File: config.mk
export PLATFORM = sky130hd
export DESIGN_NAME = aes_result_merger_flat
export DESIGN_NICKNAME = d
export VERILOG_FILES = /design/src/rtl/aes_result_merger_if.sv /design/src/rtl/aes_result_merger.sv /design/src/flat_wrapper.sv
export SDC_FILE = /design/constraint.sdc
export NUM_CORES = 1
export LEC_CHECK = 0
export BUFFER_PORTS_ARGS = -buffer_cell sky130_fd_sc_hd__buf_2
export CORE_AREA = 8 8 412 414
export CTS_CLUSTER_SIZE = 25
export DETAILED_ROUTE_END_ITERATION = 7
export DIE_AREA = 0 0 420 422
export HOLD_SLACK_MARGIN = 0.12
export PLACE_DENSITY_LB_ADDON = 0.05
export SYNTH_ARGS = -nofsm -noshare
export SYNTH_HDL_FRONTEND = slang
export SYNTH_SLANG_ARGS = --single-unit
File: constraint.sdc
create_clock -name CLK -period 3.27 [get_ports CLK]
set_input_delay 0.981 -clock CLK [delete_from_list [all_inputs] [get_ports CLK]]
set_output_delay 0.981 -clock CLK [all_outputs]
set_load 0.05 [all_outputs]
File: src/rtl/aes_result_merger_if.sv
// rtl/aes_result_merger_if.sv - job control, lane input streams and packed output stream of the AES result merger
interface aes_result_merger_if #(
  parameter int ENGINE_NUM = 4
);
  logic                      job_start;
  logic [31:0]               beat_num;
  logic                      job_done;
  logic                      busy;
  logic [128*ENGINE_NUM-1:0] s_tdata;
  logic [ENGINE_NUM-1:0]     s_tvalid;
  logic [ENGINE_NUM-1:0]     s_tready;
  logic [128*ENGINE_NUM-1:0] m_tdata;
  logic                      m_tvalid;
  logic                      m_tready;
  logic                      m_tlast;

  modport master (
    output job_start, beat_num, s_tdata, s_tvalid, m_tready,
    input  job_done, busy, s_tready, m_tdata, m_tvalid, m_tlast
  );

  modport slave (
    input  job_start, beat_num, s_tdata, s_tvalid, m_tready,
    output job_done, busy, s_tready, m_tdata, m_tvalid, m_tlast
  );
endinterface

File: src/rtl/aes_result_merger.sv
// rtl/aes_result_merger.sv - collects one 128-bit block per AES engine lane and emits them as one packed beat per job step
module aes_result_merger #(
  parameter int ENGINE_NUM = 4
) (
  input logic              CLK,
  input logic              RESETn,
  aes_result_merger_if.slave bus
);

  typedef enum logic {IDLE, RUN} state_t;

  state_t                    state, state_nxt;
  logic                      start_job;
  logic                      done_nxt;
  logic [31:0]               beat_num_r;
  logic [31:0]               pack_cnt;
  logic [ENGINE_NUM-1:0]     lane_full;
  logic [ENGINE_NUM-1:0]     lane_hs;
  logic [127:0]              hold [ENGINE_NUM];
  logic [128*ENGINE_NUM-1:0] hold_flat;
  logic                      lanes_open;
  logic                      pack;
  logic                      out_hs;
  logic [128*ENGINE_NUM-1:0] m_tdata_r;
  logic                      m_tvalid_r;
  logic                      m_tlast_r;
  logic                      job_done_r;

  // Lane readiness depends only on registers so upstream engines see no combinational path from their own valid.
  assign lanes_open   = (state == RUN) && (pack_cnt < beat_num_r);
  assign bus.s_tready = {ENGINE_NUM{lanes_open}} & ~lane_full;
  assign lane_hs      = bus.s_tvalid & bus.s_tready;
  assign out_hs       = m_tvalid_r && bus.m_tready;
  assign pack         = (state == RUN) && (&lane_full) && (!m_tvalid_r || bus.m_tready);

  assign bus.m_tdata  = m_tdata_r;
  assign bus.m_tvalid = m_tvalid_r;
  assign bus.m_tlast  = m_tlast_r;
  assign bus.job_done = job_done_r;
  assign bus.busy     = (state == RUN);

  always_comb begin
    hold_flat = '0;
    for (int i = 0; i < ENGINE_NUM; i++) begin
      hold_flat[128*i +: 128] = hold[i];
    end
  end

  always_ff @(posedge CLK or negedge RESETn) begin
    if (!RESETn) begin
      state <= IDLE;
    end else begin
      state <= state_nxt;
    end
  end

  always_comb begin
    state_nxt = state;
    start_job = 1'b0;
    done_nxt  = 1'b0;
    case (state)
      IDLE: begin
        if (bus.job_start) begin
          if (bus.beat_num != 32'd0) begin
            state_nxt = RUN;
            start_job = 1'b1;
          end else begin
            done_nxt = 1'b1;
          end
        end
      end
      RUN: begin
        if (out_hs && m_tlast_r) begin
          state_nxt = IDLE;
          done_nxt  = 1'b1;
        end
      end
      default: state_nxt = IDLE;
    endcase
  end

  always_ff @(posedge CLK or negedge RESETn) begin
    if (!RESETn) begin
      beat_num_r <= '0;
      pack_cnt   <= '0;
      lane_full  <= '0;
      m_tdata_r  <= '0;
      m_tvalid_r <= 1'b0;
      m_tlast_r  <= 1'b0;
      job_done_r <= 1'b0;
      for (int i = 0; i < ENGINE_NUM; i++) begin
        hold[i] <= '0;
      end
    end else begin
      job_done_r <= done_nxt;

      if (start_job) begin
        beat_num_r <= bus.beat_num;
        pack_cnt   <= '0;
      end else if (pack) begin
        pack_cnt <= pack_cnt + 32'd1;
      end

      for (int i = 0; i < ENGINE_NUM; i++) begin
        if (lane_hs[i]) begin
          hold[i] <= bus.s_tdata[128*i +: 128];
        end
      end

      // A full lane is never ready, so a pack and a capture never collide on the same lane.
      if (start_job || pack) begin
        lane_full <= '0;
      end else begin
        lane_full <= lane_full | lane_hs;
      end

      if (pack) begin
        m_tdata_r  <= hold_flat;
        m_tvalid_r <= 1'b1;
        m_tlast_r  <= (pack_cnt == beat_num_r - 32'd1);
      end else if (out_hs) begin
        m_tvalid_r <= 1'b0;
        m_tlast_r  <= 1'b0;
      end
    end
  end

endmodule

File: src/flat_wrapper.sv
// flat-port wrapper written by rule: the top's interface ports become plain ports
module aes_result_merger_flat 
#(
  parameter int ENGINE_NUM = 4
)
  (CLK, RESETn, bus_job_start, bus_beat_num, bus_s_tdata, bus_s_tvalid, bus_m_tready, bus_job_done, bus_busy, bus_s_tready, bus_m_tdata, bus_m_tvalid, bus_m_tlast);
  aes_result_merger_if #(.ENGINE_NUM(ENGINE_NUM)) bus_i ();
  input logic CLK;
  input logic RESETn;
  input wire logic [$bits(bus_i.job_start)-1:0] bus_job_start;
  input wire logic [$bits(bus_i.beat_num)-1:0] bus_beat_num;
  input wire logic [$bits(bus_i.s_tdata)-1:0] bus_s_tdata;
  input wire logic [$bits(bus_i.s_tvalid)-1:0] bus_s_tvalid;
  input wire logic [$bits(bus_i.m_tready)-1:0] bus_m_tready;
  output wire logic [$bits(bus_i.job_done)-1:0] bus_job_done;
  output wire logic [$bits(bus_i.busy)-1:0] bus_busy;
  output wire logic [$bits(bus_i.s_tready)-1:0] bus_s_tready;
  output wire logic [$bits(bus_i.m_tdata)-1:0] bus_m_tdata;
  output wire logic [$bits(bus_i.m_tvalid)-1:0] bus_m_tvalid;
  output wire logic [$bits(bus_i.m_tlast)-1:0] bus_m_tlast;
  assign bus_i.job_start = bus_job_start;
  assign bus_i.beat_num = bus_beat_num;
  assign bus_i.s_tdata = bus_s_tdata;
  assign bus_i.s_tvalid = bus_s_tvalid;
  assign bus_i.m_tready = bus_m_tready;
  assign bus_job_done = bus_i.job_done;
  assign bus_busy = bus_i.busy;
  assign bus_s_tready = bus_i.s_tready;
  assign bus_m_tdata = bus_i.m_tdata;
  assign bus_m_tvalid = bus_i.m_tvalid;
  assign bus_m_tlast = bus_i.m_tlast;
  aes_result_merger #(.ENGINE_NUM(ENGINE_NUM)) u_core (.CLK(CLK), .RESETn(RESETn), .bus(bus_i));
endmodule
==> results.cfg <==
[route]
avgRoutedWirePerCell_um = 22.9
antenna_left = 0
vias = 31723
viasPerCell = 4.32
wl_um = 168000
drc = 0
first_pass_iters = 4
drt-initial-drc-count = 1885

[synth]
synth_most_common_cell = nand2_1
synth_top_flop_cell = dfrtp_1
ys_seq_elements = 1096
syn_area_per_cell_um2 = 11.2
synth.cell_area_mm2 = 0.0428
ys_top_cells_by_count = nand2_1 (1600), dfrtp_1 (1096), mux2_1 (512)
seq_area_frac_synth_pct = 64.1
yosysTopAreaCellShare_pct = 64.1
synth-edff-count = 0
syn_inst = 3825
synth_top_area_cell = dfrtp_1
synth_fp_nets = 4411
synthTopCellsByArea = dfrtp_1 (64%), nand2_1 (14%), mux2_1 (13%)
yosysWarnings = 0
synth_cell_type_count = 57
ys_async_sr_fraction_pct = 100

[sta]
min_period_ns = 3.83
finClkSkew_ns = 0.0286
drv_slew = 0
fmax_mhz = 261
worstMarginPinSlew_ns = 0.765
grt_setup_unrepaired = yes
setup_viol = 4
hold_violations = 0
slew_headroom_pct = 48.4
setup_ws_ns = -0.559
min_period_over_period_pct = 117

[status]
status = finished with violations
violations = setup timing

[clock_network]
cts_buffers = 136
cts-root-buf = clkbuf_16
cts_buffer_depth = 3
clk-insertion-delay-late_ns = 0.74
path_clk_slew_ns = 0.06
ctsHtreeMaxLevel = 4
cts_tree = yes
cts_sinks = 1096

[floorplan]
rows = 149
coreArea_mm2 = 0.163
ios = 1072
die_x_um = 420
die_area_mm2 = 0.177
die_h_um = 422
start_util_pct = 26.2

[grt]
grt_usage_pct = 18.5
grt_pass1_wl_um = 241000
grt_max_degree = 123
grt_overflow = 0
grt_pass1_vias = 32665
antenna_found_initial = 144

[worst_hold_path]
hp-start = bus_s_tdata[399]
min_path_type = in -> reg

[setup_path]
cp-start-kind = register
timing.rr.start = u_core.beat_num_r[17]
cp-end-kind = primary output
path_class = reg -> out
path_common_cell = a21o_1
cp-startpoint = u_core.pack_cnt[21]
cp_slowest_cell = or3_4
crit_fanout = 4
cp.required_ns = 2.29
cpPeakStageDelay_ns = 0.44
worstPathCellList = ha_1, a21o_1, a21o_1, a21oi_2, nor2_1, or3_4, nor3_4, buf_6
arrival_ns = 2.85

[finish]
area_delta_synth_final_pct = 32.3
drive_above_1_share_pct = 28.9
nets = 5612
layoutNonFillerInstCount = 7347

[pwr]
power_density_mw_per_mm2 = 1120
total_power_uw = 63100
p_leak_uw = 0.0290
ir_drop_uv = 550

[placement]
portBuffers = 1071
dp_hpwl_um = 125000
post-place-ws_ns = -0.159
dp_cells = 7066
gp_congestion = 0.804

[run]
maxCapViolations = 0
## worst max-delay path, delay by kind of cell, from the launching register on
family | cells | cell delay, ns
AO/OA/AOI/OAI | 3 | 0.52
adder cells (fa/ha/maj) | 1 | 0.32
buffers and inverters | 1 | 0.18
flip-flops | 1 | 0.38
AND/OR/NAND/NOR | 3 | 0.71
## path summary, 6_finish.rpt
path                                           endpoint  cells after the start  slack [ns]
min in group asynchronous              u_core.hold[382]                      2        0.76
worst max register to register         u_core.hold[194]                     12        0.07
max in group asynchronous              u_core.hold[455]                      3        1.49
worst max-delay path                    bus_s_tready[2]                      8       -0.56
worst min-delay path                    u_core.hold[15]                      2        0.44
worst min register to register  u_core.bus.m_tdata[176]                      2        0.44
## power by group
part	internal (uW)	switching, uW	leakage [uW]
Clock	8500	6150	0.00209
Combinational	6960	18500	0.0134
Sequential	19800	3290	0.0135
## per-layer routing
metal / track usage [%] / vias to the layer above / wire length (um)
met5: 0 / - / 366
met4: 6.53 / 58 / 6440
met3: 5.80 / 422 / 11100
met2: 32.5 / 847 / 85800
met1: 21.0 / 15568 / 64400
li1: - / 14828 / -
## per-stage QoR
step / cell area (um2) / hold WS, ns / utilization, % / TNS [ns]
floorplan: 42800 / 0.435 / - / -0.596
global placement: 52000 / 0.441 / 31.8 / -6.36
detailed placement: 52000 / 0.446 / 31.8 / -0.714
CTS: 56400 / 0.358 / 34.5 / -2.64
global route: 56600 / 0.378 / 34.6 / -3.83
finish: 56600 / 0.445 / 34.6 / -2.11
## final cells by class
cell class                 instances  area, um2
fill                           16930     107000
antenna                           37       92.6
tap                             2189       2740
sequential                      1096      27400
timing repair buffer            1252       7280
multi-input combinational       2501      14700
inverter                          39        146
clock inverter                    28        342
clock buffer                     205       3940
## placed cells by master (no fill, tap or decap), drive strengths merged, types with 25 or more instances in the layout
master,count
inv,46
clkbuf,205
o21ai,46
nor2,53
nor4,25
mux2,512
buf,1251
diode,37
nand2,1600
xnor2,44
dfrtp,1096
ha,34
xor2,27
## repair_timing
item                                    CTS  global route
buffers inserted                          1            11
endpoints found under the setup margin   29            48
hold buffers                              1             0
hold endpoints to repair                  4             0
resized for setup                        18            17
pin swaps                                12            11
## state kept, by name, indices dropped and copies added, names as in the netlist
register             cells
u_core.beat_num_r       32
u_core.bus.busy          1
u_core.bus.job_done      1
u_core.bus.m_tdata     512
u_core.bus.m_tlast       1
u_core.bus.m_tvalid      1
u_core.hold            512
u_core.lane_full         4
u_core.pack_cnt         32
## logic make-up (layout without fill, tap and decap cells)
logic type               Yosys count  count (layout)  share of synthesized area [%]
AO/OA/AOI/OAI                    100             100                           1.46
XOR/XNOR                          71              71                           1.45
adder cells (fa/ha/maj)           34              34                          0.994
buffers and inverters            228            1524                           2.02
flip-flops                      1096            1096                           64.1
multiplexers                     515             515                           13.5
other                              0              37                              0
AND/OR/NAND/NOR                 1781            1781                           16.4
No activity file was read; power rests on OpenSTA's default activity.
